===== src/rtl/key_conditioner.sv =====
// Multi-key pushbutton conditioner: per-key 2-flop synchroniser, debounce FSM,
// registered clean level, and 1-cycle press / release / auto-repeat strobes.
module key_conditioner #(
   parameter int NUM_KEYS    = 4,
   parameter int CLK_FREQ    = 50000000,
   parameter int DEBOUNCE_MS = 10,
   parameter int HOLD_MS     = 500,
   parameter int REPEAT_MS   = 100
) (
   input  logic                CLOCK_50,
   input  logic                reset,
   input  logic [NUM_KEYS-1:0] KEY,
   output logic [NUM_KEYS-1:0] key_clean,
   output logic [NUM_KEYS-1:0] key_press,
   output logic [NUM_KEYS-1:0] key_release,
   output logic [NUM_KEYS-1:0] key_repeat
);

   localparam int DB_RAW   = CLK_FREQ / 1000 * DEBOUNCE_MS;
   localparam int HOLD_RAW = CLK_FREQ / 1000 * HOLD_MS;
   localparam int REP_RAW  = CLK_FREQ / 1000 * REPEAT_MS;
   localparam int DB_CYC   = (DB_RAW   < 1) ? 1 : DB_RAW;
   localparam int HOLD_CYC = (HOLD_RAW < 1) ? 1 : HOLD_RAW;
   localparam int REP_CYC  = (REP_RAW  < 1) ? 1 : REP_RAW;
   localparam int TM_MAX   = (HOLD_CYC > REP_CYC) ? HOLD_CYC : REP_CYC;
   localparam int DB_W     = $clog2(DB_CYC + 1);
   localparam int TM_W     = $clog2(TM_MAX + 1);

   localparam logic [DB_W-1:0] DB_LAST   = DB_W'(DB_CYC - 1);
   localparam logic [TM_W-1:0] HOLD_LAST = TM_W'(HOLD_CYC - 1);
   localparam logic [TM_W-1:0] REP_LAST  = TM_W'(REP_CYC - 1);
   localparam logic [TM_W-1:0] TM_SAT    = TM_W'(TM_MAX);

   typedef enum logic [1:0] {
      ST_RELEASED,
      ST_PRESS_PEND,
      ST_PRESSED,
      ST_RELEASE_PEND
   } state_t;

   logic [NUM_KEYS-1:0] r_sync1;
   logic [NUM_KEYS-1:0] r_sync2;
   state_t              r_state     [NUM_KEYS];
   logic [DB_W-1:0]     r_db_cnt    [NUM_KEYS];
   logic [TM_W-1:0]     r_tm_cnt    [NUM_KEYS];
   logic [NUM_KEYS-1:0] r_rep_phase;

   // NOTE: every per-key array entry is cleared by reset, so a held key re-debounces cleanly.
   always_ff @(posedge CLOCK_50 or posedge reset) begin
      if (reset) begin
         r_sync1     <= '1;
         r_sync2     <= '1;
         r_rep_phase <= '0;
         key_clean   <= '1;
         key_press   <= '0;
         key_release <= '0;
         key_repeat  <= '0;
         for (int k = 0; k < NUM_KEYS; k++) begin
            r_state[k]  <= ST_RELEASED;
            r_db_cnt[k] <= '0;
            r_tm_cnt[k] <= '0;
         end
      end else begin
         // NOTE: non-blocking throughout, so r_sync2 here is last cycle's value, giving two real flop stages.
         r_sync1     <= KEY;
         r_sync2     <= r_sync1;
         key_press   <= '0;
         key_release <= '0;
         key_repeat  <= '0;
         for (int k = 0; k < NUM_KEYS; k++) begin
            case (r_state[k])
               ST_RELEASED: begin
                  if (!r_sync2[k]) begin
                     r_state[k]  <= ST_PRESS_PEND;
                     r_db_cnt[k] <= DB_W'(1);
                  end
               end
               ST_PRESS_PEND: begin
                  if (r_sync2[k]) begin
                     r_state[k]  <= ST_RELEASED;
                     r_db_cnt[k] <= '0;
                  end else if (r_db_cnt[k] >= DB_LAST) begin
                     r_state[k]     <= ST_PRESSED;
                     r_db_cnt[k]    <= '0;
                     r_tm_cnt[k]    <= '0;
                     r_rep_phase[k] <= 1'b0;
                     key_clean[k]   <= 1'b0;
                     key_press[k]   <= 1'b1;
                     key_repeat[k]  <= 1'b1;
                  end else begin
                     r_db_cnt[k] <= r_db_cnt[k] + 1'b1;
                  end
               end
               ST_PRESSED: begin
                  if (r_sync2[k]) begin
                     r_state[k]  <= ST_RELEASE_PEND;
                     r_db_cnt[k] <= DB_W'(1);
                  end else if (r_tm_cnt[k] >= (r_rep_phase[k] ? REP_LAST : HOLD_LAST)) begin
                     // First expiry ends the hold delay; later ones pace the repeat rate.
                     r_tm_cnt[k]    <= '0;
                     r_rep_phase[k] <= 1'b1;
                     key_repeat[k]  <= 1'b1;
                  end else if (r_tm_cnt[k] != TM_SAT) begin
                     r_tm_cnt[k] <= r_tm_cnt[k] + 1'b1;
                  end
               end
               ST_RELEASE_PEND: begin
                  if (!r_sync2[k]) begin
                     r_state[k]  <= ST_PRESSED;
                     r_db_cnt[k] <= '0;
                  end else if (r_db_cnt[k] >= DB_LAST) begin
                     r_state[k]     <= ST_RELEASED;
                     r_db_cnt[k]    <= '0;
                     key_clean[k]   <= 1'b1;
                     key_release[k] <= 1'b1;
                  end else begin
                     r_db_cnt[k] <= r_db_cnt[k] + 1'b1;
                  end
               end
               default: begin
                  r_state[k]  <= ST_RELEASED;
                  r_db_cnt[k] <= '0;
               end
            endcase
         end
      end
   end

endmodule


===== config.mk =====
export PLATFORM = sky130hd
export DESIGN_NAME = key_conditioner
export DESIGN_NICKNAME = d
export VERILOG_FILES = /design/src/rtl/key_conditioner.sv
export SDC_FILE = /design/constraint.sdc
export NUM_CORES = 1
export LEC_CHECK = 0
export CAP_MARGIN = 0
export CORE_MARGIN = 2
export CORE_UTILIZATION = 50
export CTS_CLUSTER_SIZE = 20
export DETAILED_ROUTE_END_ITERATION = 8
export PLACE_DENSITY_LB_ADDON = 0.15
export SYNTH_ARGS = -nofsm -noshare
export SYNTH_HDL_FRONTEND = slang
export SYNTH_SLANG_ARGS = --single-unit

===== constraint.sdc =====
create_clock -name CLOCK_50 -period 9.3 [get_ports CLOCK_50]
set_input_delay 1.86 -clock CLOCK_50 [delete_from_list [all_inputs] [get_ports CLOCK_50]]
set_output_delay 1.86 -clock CLOCK_50 [all_outputs]
set_load 0.01 [all_outputs]

**After elaboration in Yosys (flattened, before gate mapping)**

Index checks and enable logic that the tools add are counted.

- Eq/ne operators: 60
- Reduce and logical (&&, ||, !) cells: 32
- Magnitude comparators: 8
- Muxes and demuxes: 144
- Add/sub/neg operators: 8

Operator list:

| cell | number |
|---|---|
| 2-to-1 mux 25 bit | 24 |
| 2-to-1 mux 19 bit | 20 |
| one-hot mux 19 bit (4 select lines) | 4 |
| one-hot mux 25 bit (2 select lines) | 4 |
| adder 25 x 1 -> 25 bit, second input constant | 4 |
| >= comparator 25 bit | 4 |
| != test 25 bit, second input constant | 4 |
| adder 19 x 1 -> 19 bit, second input constant | 4 |
| >= comparator 19 bit, second input constant | 4 |
| != test 2 bit, second input constant | 32 |
| AND reduction 5 bit | 12 |
| 2-to-1 mux 1 bit | 52 |
| 2-to-1 mux 2 bit | 24 |
| != test 3 bit, second input constant | 12 |
| one-hot mux 2 bit (4 select lines) | 4 |
| one-hot mux 1 bit (2 select lines) | 12 |
| equality test 2 bit, second input constant | 8 |
| AND reduction 4 bit | 4 |
| nonzero test 2 bit | 8 |
| equality test 2 x 1 -> 1 bit, second input constant | 4 |
| zero test 2 bit | 4 |
| AND reduction 2 bit | 4 |

- Output and inout port bits: 16
- Bits of input ports: 6
- Word-level logic and storage cells: 277
- Register bits after elaboration: 212

**Longest topological paths before layout**

Gate-level depths: netlist of run 1.

- Depth in word-level cells: 5
- Gate-level depth with buffers: 10
- Gate-level depth less buffers: 8

**Least setup slack after synthesis of run 1**

No wires, ideal clock.

- Path type: register to register
- Start point: register r_tm_cnt[50] (netlist bit)
- End point: register r_tm_cnt[74] (netlist bit)
- Data arrival time: 2505 ps
- Cell stages (with the launch flop): 10
- Setup time: 126 ps
- Data required time: 9174 ps
- Buffers on the path: 2
- Path slack: 6669 ps
- Clock period less this slack: 2631 ps
- Cell sequence: dfrtp_1 ha_1 nand3_2 or3_1 buf_2 or4_1 buf_2 or3_1 and3_1 a221o_1

- Word-level cells in the longest chain between the ends: 5
- Elaborated cells on any way between the ends: 9
- Those cells by class: add/sub: 1; order compare: 1; eq/ne: 2; mux: 4; reduce/logical: 1

Ends and longest elaborated chain:

| element | line | source |
|---|---|---|
| start: declaration | 45 | `logic [TM_W-1:0] r_tm_cnt [NUM_KEYS];` |
| start signal: indexed assignment | 104 | `r_tm_cnt[k] <= r_tm_cnt[k] + 1'b1;` |
| adder 25 x 1 -> 25 bit | 104 |  |
| 2-to-1 mux 25 bit | 103 | `end else if (r_tm_cnt[k] != TM_SAT) begin` |
| 2-to-1 mux 25 bit | 98 | `end else if (r_tm_cnt[k] >= (r_rep_phase[k] ? REP_LAST : HOLD_LAST)) begin` |
| 2-to-1 mux 25 bit | 95 | `if (r_sync2[k]) begin` |
| one-hot mux 25 bit (2 select lines) | 71 | `case (r_state[k])` |

Several ways; a longest one is shown, not always the timed one. The select of a mux whose other input is x is not followed.
A chain may end at the register's enable or synchronous reset.

==> results.cfg, run 1 <==
[run]
drv_cap = 0

[final_layout]
largest_reg_flops = 100
fillCellCount = 2369
syn2layout_area_growth_pct = 10.32
multi_input_area_um2 = 7385
drive_gt1_share_pct = 5.357
design_area_um2 = 14630
largest_register = r_tm_cnt
final_nets = 1616
seq_area_um2 = 5320
diodes = 0
largest_registers = r_tm_cnt: 100 flops, r_db_cnt: 76 flops

[placed_design]
place.gp.congestion = 0.8715
dpl_cell_area_um2 = 13760
hpwl_mm = 21.01
portBuffers = 21

[power_and_ir_drop]
p_leak_nw = 6.061
irDropWorstVdd_mv = 0.1559
powerDensity_nw_per_um2 = 197.4
totalPowerFinal_mw = 2.888

[yosys]
syn_inst = 1558
synth-async-reset-ratio_pct = 100.0
synth_cell_type_count = 69
ys_seq_area_share_pct = 40.11
syn-cell-area_um2 = 13260
post-synth-top-area-cell = dfrtp_1
syn-num-nets = 1624
yosysTopAreaCellShare_pct = 37.73
post_synth.cell_area_avg_um2 = 8.513
synth_edf_count = 0
synth-seq-cells = 212
synthTopCellsByCount = 200 x dfrtp_1, 169 x nand2_1, 140 x o21ai_0, 118 x nor2_1, 96 x nand3_1
synth.most_common_cell = dfrtp_1
synth_area_leaders = dfrtp_1 38%, ha_1 5.7%, o21ai_0 5.3%
yosysWarnings = 0
synth_top_flop_cell = dfrtp_1

[routing]
wl_mm = 31.50
ant_nets = 0
dr_total_vias = 11930
drt_iter0_drc = 987
drc = 0
vias_per_cell = 6.271
first_pass_iters = 5
wl_per_cell_um = 16.55

[global_route]
antenna_found_initial = 0
grt-ovfl-total = 0
grt_pass1_wl_mm = 54.35
grt_use_total_pct = 22.48
first_global_vias = 11110
grt_start_max_net_pins = 141

[die]
start_util_pct = 50.90
pin_count = 22
core_um2 = 26060
fp.dieW_um = 166.9
die_height_um = 166.9
die_area_um2 = 27850
num_rows = 59

[worst_setup_path]
endpoint_kind = async pin
path_cells = clkdlybuf4s50_1, inv_8, buf_4
cp.required_ns = 9.82
critPathArrivalTime_ns = 4.03
critPathBufInv = 3
cpLargestDelayFamily = buffers and inverters
crit_path_top_delay_cell = buf_4
crit_path_max_fanout = 140
slowest_delay_ns = 0.87
crit_path_start_kind = input port
worstSetupPathType = input port to async pin

[run_status]
status = complete, no violations

[timing]
tightest_slew_ns = 1.221
slew_viol_final = 0
fin_crit_sh_pct = 37.76
finalHoldViolations = 0
fmax_mhz = 284.8
finalCriticalPeriod_ns = 3.512
fin_skew_ns = 0.01246
relSlewSlack_pct = 17.95
rsz0062_at_grt = false
setup_tns_ns = 0
setup_viol = 0

[clock_network]
numCtsBuffers = 25
postCtsSetupRepairBufs = 0
clock-root-buffer = clkbuf_16
cts_tree = yes
clockBufferDepth = 3
clkSinkCount = 212
htreeDepth = 1
clk_latency_ns = 0.52
clk_pin_slew_ns = 0.06
post_cts_resized = 0
cts_hold_buffers = 0

[worst_hold_path]
worstHoldPathType = flip-flop to flip-flop
[final timing paths]
kind	start	endpoint	slack [ns]	cells past startpoint
worst max-delay path	reset	r_db_cnt[17]	5.79	3
worst min-delay path	r_sync1[2]	r_sync2[2]	0.35	0
worst max register to register	r_rep_phase[3]	r_tm_cnt[17]	6.04	9
worst min register to register	r_sync1[2]	r_sync2[2]	0.35	0
max in group CLOCK_50	key_clean[0]	key_clean[0]	5.82	1
min in group asynchronous	reset	r_tm_cnt[12]	1.98	2
[routing by layer]
| metal | track usage (%) | vias up | routed length [um] |
|---|---|---|---|
| met5 | 0 | - | 0 |
| met4 | 4.535 | 0 | 513 |
| met3 | 2.543 | 36 | 1246 |
| met2 | 36.29 | 245 | 14240 |
| met1 | 32.84 | 5809 | 15500 |
| li1 | - | 5843 | - |
[worst reg2reg max path: cells and delay by family, from the launching register on]
kind,cells,cell delay (ns)
compound gates,5,1.63
fa+ha+maj,1,0.20
buf+inv,2,0.51
flops,1,0.51
simple gates,1,0.32
[power by group]
group	switching [mW]	internal [mW]	total, mW
registers	0.0762	0.984	1.06
clock network	0.389	0.644	1.03
logic	0.552	0.243	0.796
total	1.02	1.87	2.89
[cell families (layout without fill, tap and decap cells)]
family,after synthesis,after routing,synth area share (%)
simple gates,681,681,26.16
flops,212,212,40.11
buf+inv,156,166,4.462
fa+ha+maj,60,60,5.660
mux,18,18,1.368
xor+xnor,4,4,0.2641
compound gates,427,427,21.98
[layout make-up]
type / count / share of cell area, %
flip-flops and latches: 212 / 36.36
clock buffers: 35 / 4.874
repair buffers: 33 / 2.052
inverters: 88 / 2.309
clock inverters: 10 / 1.077
well taps: 335 / 2.864
multi-input cells: 1190 / 50.47
[placed cells by master (no fill, tap or decap), drive strengths merged, types with 21 or more instances in the layout]
master / synthesis / routed
clkdlybuf4s50: 0 / 21
nand2: 169 / 169
o221ai: 26 / 26
and3: 36 / 36
clkbuf: 62 / 35
o21ai: 140 / 140
nor3: 57 / 57
a22o: 35 / 35
dfrtp: 200 / 200
inv: 88 / 88
nor4: 28 / 28
nor2: 118 / 118
ha: 60 / 60
nand3: 97 / 97
nor2b: 21 / 21
a21oi: 50 / 50
nand4: 55 / 55
o31ai: 25 / 25
[metrics by stage]
stage | setup WS, ns | utilization, % | instances | hold WS, ns
global placement | 5.147 | 52.81 | 1858 | 0.3461
floorplan | 1.666 | - | 1558 | 0.3452
CTS | 5.661 | 56.15 | 1903 | 0.3548
detailed placement | 5.118 | 52.81 | 1858 | 0.3472
finish | 5.788 | 56.15 | 1903 | 0.3537
global route | 5.446 | 56.15 | 1903 | 0.3618
Note: power is estimated with default switching activity, not from simulation.
==> inputs of run 2 (changes only) <==
==> constraint.sdc (replaced) <==
create_clock -name CLOCK_50 -period 3.15 [get_ports CLOCK_50]
set_input_delay 0.63 -clock CLOCK_50 [delete_from_list [all_inputs] [get_ports CLOCK_50]]
set_output_delay 0.63 -clock CLOCK_50 [all_outputs]
set_load 0.01 [all_outputs]
==> run 2 against run 1 <==
  * Final cell count is 1.9% higher
  * Combinational power rose to 3.1 times the previous value
  * Utilization grew 1.3 points
  * Largest cell class unchanged
  * Global-route usage up 0.38 points
  * Die area stayed put
==> results.cfg, run 2 (synthesis results as in run 1) <==
[global_route]
antenna_found_initial = 0
first_global_vias = 11210
grt-busiest-layer = met2
grt-ovfl-total = 0
grtUsageMet2_pct = 36.12
gr-usage-met3_pct = 2.947
grt_use_total_pct = 22.86
grt_pass1_wl_mm = 54.99
met1_usage_pct = 33.41
grt_start_max_net_pins = 48

[clock_network]
clk_latency_ns = 0.53
clkSinkCount = 212
clockBufferDepth = 3
clock-root-buffer = clkbuf_16
post_cts_resized = 0
cts_tree = yes
cts_hold_buffers = 0
numCtsBuffers = 26
htreeDepth = 1
postCtsSetupRepairBufs = 0
clk_pin_slew_ns = 0.06

[final_layout]
layout_commonest_cell = dfrtp_1
largest_reg_flops = 100
largest_registers = r_tm_cnt: 100 flops, r_db_cnt: 76 flops
multi_input_area_um2 = 7386
design_area_um2 = 14980
fillCellCount = 2347
diodes = 0
seq_area_um2 = 5320
syn2layout_area_growth_pct = 12.96
layout_common_cells = 200 x dfrtp_1, 169 x nand2_1, 140 x o21ai_0, 118 x nor2_1, 96 x nand3_1
largest_register = r_tm_cnt
drive_gt1_share_pct = 7.227
final_nets = 1651

[timing]
setup_viol = 0
finalHoldViolations = 0
holdWs_ns = 0.3535
finalCriticalPeriod_ns = 2.796
tightest_slew_ns = 0.8699
relSlewSlack_pct = 41.82
slew_viol_final = 0
fin_skew_ns = 0.01371
fmax_mhz = 357.6
fin_ws_ns = 0.3537
fin_crit_sh_pct = 88.77
rsz0062_at_grt = false

[routing]
ant_nets = 0
drt_iter0_drc = 915
first_pass_iters = 5
drc = 0
wl_per_cell_um = 16.54
vias_per_cell = 6.207
dr_total_vias = 12040
wl_mm = 32.09

[placed_design]
dpl_cell_area_um2 = 14070
pre_cts_ws_ns = 0.1598
portBuffers = 21
place.gp.congestion = 0.8973
hpwl_mm = 21.88

[die]
die_area_um2 = 27850
num_rows = 59
fp.dieW_um = 166.9
die_height_um = 166.9
start_util_pct = 50.90
pin_count = 22
core_um2 = 26060

[power_and_ir_drop]
p_int_mw = 5.731
p_leak_nw = 6.266
irDropWorstVdd_mv = 0.5117
powerDensity_nw_per_um2 = 586.9
power.net_switching_mw = 3.063
combPwrFrac_pct = 28.4
share_seq_of_total_power_pct = 35.7
swShare_pct = 34.83
clkPwrFrac_pct = 35.9

[run]
drv_cap = 0

[worst_setup_path]
endpoint_kind = flip-flop
crit_path_start_kind = flip-flop
critPathArrivalTime_ns = 3.21
worstSetupPathType = flip-flop to flip-flop
crit_path_max_fanout = 7
cp.required_ns = 3.56

[run_status]
status = complete, no violations

[worst_hold_path]
worstHoldPathType = flip-flop to flip-flop
-- run 2: layout make-up --
type	count	share of cell area (%)
Inverter	88	2.230
Multi-Input combinational cell	1190	49.29
Clock inverter	9	1.035
Sequential cell	212	35.51
Clock buffer	39	5.010
Tap cell	335	2.797
Timing Repair Buffer	67	4.125
-- run 2: final timing paths --
kind | startpoint | to | slack [ns] | depth (start not counted)
max | r_tm_cnt[51] | r_tm_cnt[74] | 0.35 | 7
min | r_sync1[1] | r_sync2[1] | 0.35 | 0
max reg2reg | r_tm_cnt[51] | r_tm_cnt[74] | 0.35 | 7
min reg2reg | r_sync1[1] | r_sync2[1] | 0.35 | 0
max in group asynchronous | reset | r_sync1[1] | 1.85 | 3
min in group asynchronous | reset | r_tm_cnt[17] | 0.58 | 2
-- run 2: stage by stage --
stage	util, %	setup TNS, ns	cells	total power, mW
floorplan	-	-45.28	1558	4.865
global placement	53.99	0	1892	5.622
detailed placement	53.99	0	1892	5.663
CTS	57.47	0	1940	8.872
global route	57.50	0	1940	9.342
finish	57.50	0	1940	8.794
-- run 2: per-layer routing --
metal,vias up,wire [um]
met5,-,0
met4,0,582
met3,40,1410
met2,305,14530
met1,5802,15570
li1,5895,-
-- run 2: worst max-delay path, stage by stage (launching register included) --
cell and delay [ns]:
dfrtp_1 0.40, ha_1 0.22, nand3_2 0.11, or3_1 0.46, or4_1 0.68, or3_1 0.37, and3_1 0.18, a221o_1 0.25
-- run 2: power by group through the flow --
| stage | logic [mW] | registers [mW] | clock network [mW] |
|---|---|---|---|
| finish | 2.50 | 3.14 | 3.15 |
| global placement | 2.46 | 3.17 | 0 |
| global route | 2.82 | 3.17 | 3.35 |
| floorplan | 1.76 | 3.11 | 0 |
| CTS | 2.49 | 3.13 | 3.24 |
| detailed placement | 2.48 | 3.18 | 0 |
==> inputs of run 3 (changes only) <==
--- a/config.mk
+++ b/config.mk
@@ -5,8 +5,9 @@
 export SDC_FILE = /design/constraint.sdc
 export NUM_CORES = 1
 export LEC_CHECK = 0
+export ABC_CLOCK_PERIOD_IN_PS = 3150
 export CAP_MARGIN = 0
-export CORE_MARGIN = 2
+export CORE_MARGIN = 5
 export CORE_UTILIZATION = 50
 export CTS_CLUSTER_SIZE = 20
 export DETAILED_ROUTE_END_ITERATION = 8
==> constraint.sdc (replaced) <==
create_clock -name CLOCK_50 -period 3.15 [get_ports CLOCK_50]
set_input_delay 0.63 -clock CLOCK_50 [delete_from_list [all_inputs] [get_ports CLOCK_50]]
set_output_delay 0.63 -clock CLOCK_50 [all_outputs]
set_load 0.005 [all_outputs]
==> run 3 against run 2 <==
  * Sequential share of layout area about the same
  * Routed wire length increased by 0.14%
  * Sequential power about the same
  * Power decreased by 0.30%
  * Worst hold slack improved by 0.0013 ns
  * Die area increased by 7.3%
  * Fmax decreased by 0.99%
  * Setup slack got worse by 0.028 ns
  * Count of clock-buffer cells in the layout increased by 3
  * Register-to-register slack got worse by 0.03 ns
  * Global-route usage decreased by 2.0 points
  * First-iteration DRC count increased by 14%
  * Critical path type unchanged
  * Largest cell class unchanged
  * Highest routed layer unchanged
==> results.cfg, run 3 (synthesis results as in run 1) <==
[final_layout]
largest_reg_flops = 100
layout_common_cells = 200 x dfrtp_1, 169 x nand2_1, 140 x o21ai_0, 118 x nor2_1, 96 x nand3_1
largest_register = r_tm_cnt
finalNonFillerCells = 1939
final_nets = 1650
syn2layout_area_growth_pct = 12.81
diodes = 0
largest_registers = r_tm_cnt: 100 flops, r_db_cnt: 76 flops
fillCellCount = 2286
drive_gt1_share_pct = 7.294
layout_commonest_cell = dfrtp_1

[power_and_ir_drop]
clkPwrFrac_pct = 35.7
combPwrFrac_pct = 28.6
share_seq_of_total_power_pct = 35.7
p_leak_nw = 6.266
p_int_mw = 5.737
totalPowerFinal_mw = 8.767
swShare_pct = 34.56
irDropWorstVdd_mv = 0.4366
powerDensity_nw_per_um2 = 585.9
power.net_switching_mw = 3.030

[global_route]
grt_start_max_net_pins = 59
grt_use_total_pct = 20.90
grt-ovfl-total = 0
grtUsageMet2_pct = 33.50
met1_usage_pct = 30.76
antenna_found_initial = 0
gr-usage-met3_pct = 2.555
grt-busiest-layer = met2
first_global_vias = 11310
grt_pass1_wl_mm = 55.71

[routing]
wl_mm = 32.14
drt_iter0_drc = 1039
ant_nets = 0
vias_per_cell = 6.150
first_pass_iters = 6
dr_total_vias = 11920
wl_per_cell_um = 16.57
drc = 0

[worst_setup_path]
slowest_delay_ns = 0.67
endpoint_kind = flip-flop
crit_top_cell = or3_1
rr_endpoint = r_tm_cnt[74]
cpLargestDelayFamily = simple AND/OR/NAND/NOR gates
critPathArrivalTime_ns = 3.22
crit_end = r_tm_cnt[74]
crit_start = r_tm_cnt[50]
r2r_start = r_tm_cnt[50]
crit_cells = 7
path_cells = ha_1, nand3_2, or3_1, or4_1, or3_1, and3_1, a221o_1
crit_path_start_kind = flip-flop
rrSetupSlack_ns = 0.33
crit_path_max_fanout = 7
critPathBufInv = 0
crit_path_top_delay_cell = or4_1
worstSetupPathType = flip-flop to flip-flop
cp.required_ns = 3.55
timing.reg2reg.worst_path_depth = 7

[clock_network]
cts_tree = yes
clkSinkCount = 212
clockBufferDepth = 3
htreeDepth = 1
post_cts_resized = 0
cts_hold_buffers = 0
postCtsSetupRepairBufs = 0
clk_latency_ns = 0.53
clock-root-buffer = clkbuf_16
numCtsBuffers = 26
clk_pin_slew_ns = 0.06

[placed_design]
pre_cts_ws_ns = 0.3530
portBuffers = 21
hpwl_mm = 22.06
dp_cells = 1891
place.gp.congestion = 0.8910

[worst_hold_path]
worstHoldPathType = flip-flop to flip-flop

[die]
pin_count = 22
start_util_pct = 50.90
core_um2 = 26060
fp.dieW_um = 172.9
die_area_um2 = 29890
num_rows = 59
die_height_um = 172.9

[timing]
fmax_mhz = 354.1
rsz0062_at_grt = false
setup_viol = 0
tightest_slew_ns = 0.9012
fin_skew_ns = 0.01078
fin_ws_ns = 0.3256
finalHoldViolations = 0
relSlewSlack_pct = 39.38
finalCriticalPeriod_ns = 2.824
fin_crit_sh_pct = 89.66
slew_viol_final = 0

[run_status]
status = complete, no violations

[run]
drv_cap = 0
## run 3: changes by cell type in the layout (fill, tap and decap cells not counted), sizes merged
| cell | change |
|---|---|
| clkinv | -1 |
| bufinv | -1 |
| inv | -1 |
| clkbuf | +3 |
| buf | -1 |
## run 3: layer usage
layer,up-vias,part of all wire (%)
li1,5893,-
met1,5772,49
met2,211,46
met3,48,3.3
met4,0,2.1
met5,-,0
## run 3: stage by stage
stage	utilization [%]	TNS, ns	hold slack (ns)	cell area, um^2
2_1_floorplan	-	-45.28	0.3452	13270
3_3_place_gp	53.94	0	0.3460	14060
3_5_place_dp	53.94	0	0.3475	14060
4_1_cts	57.42	0	0.3556	14960
5_1_grt	57.42	0	0.3572	14960
6_report	57.42	0	0.3549	14960
## run 3: power by group through the flow
stage | clock, mW | sequential, mW | combinational (mW)
2_1_floorplan | 0 | 3.11 | 1.76
3_3_place_gp | 0 | 3.17 | 2.47
3_5_place_dp | 0 | 3.18 | 2.50
4_1_cts | 3.22 | 3.13 | 2.51
5_1_grt | 3.33 | 3.17 | 2.84
6_report | 3.13 | 3.13 | 2.51
## run 3: how the worst min path moves through the flow
stage / start / end / slack [ns] / depth (start not counted)
floorplan: r_sync1[0] / r_sync2[0] / 0.35 / 0
global placement: r_sync1[2] / r_sync2[2] / 0.35 / 0
detailed placement: r_sync1[2] / r_sync2[2] / 0.35 / 0
CTS: r_sync1[2] / r_sync2[2] / 0.36 / 0
global route: r_sync1[2] / r_sync2[2] / 0.36 / 0
finish: r_sync1[2] / r_sync2[2] / 0.35 / 0
## run 3: final cells by class
type	instances	area (um^2)	share of cell area, %
Tap cell	335	419.2	2.801
Inverter	88	334.1	2.233
Clock inverter	6	105.1	0.7024
Multi-Input combinational cell	1190	7385	49.35
Clock buffer	42	802.0	5.360
Sequential cell	212	5320	35.55
Timing Repair Buffer	66	598.1	3.997
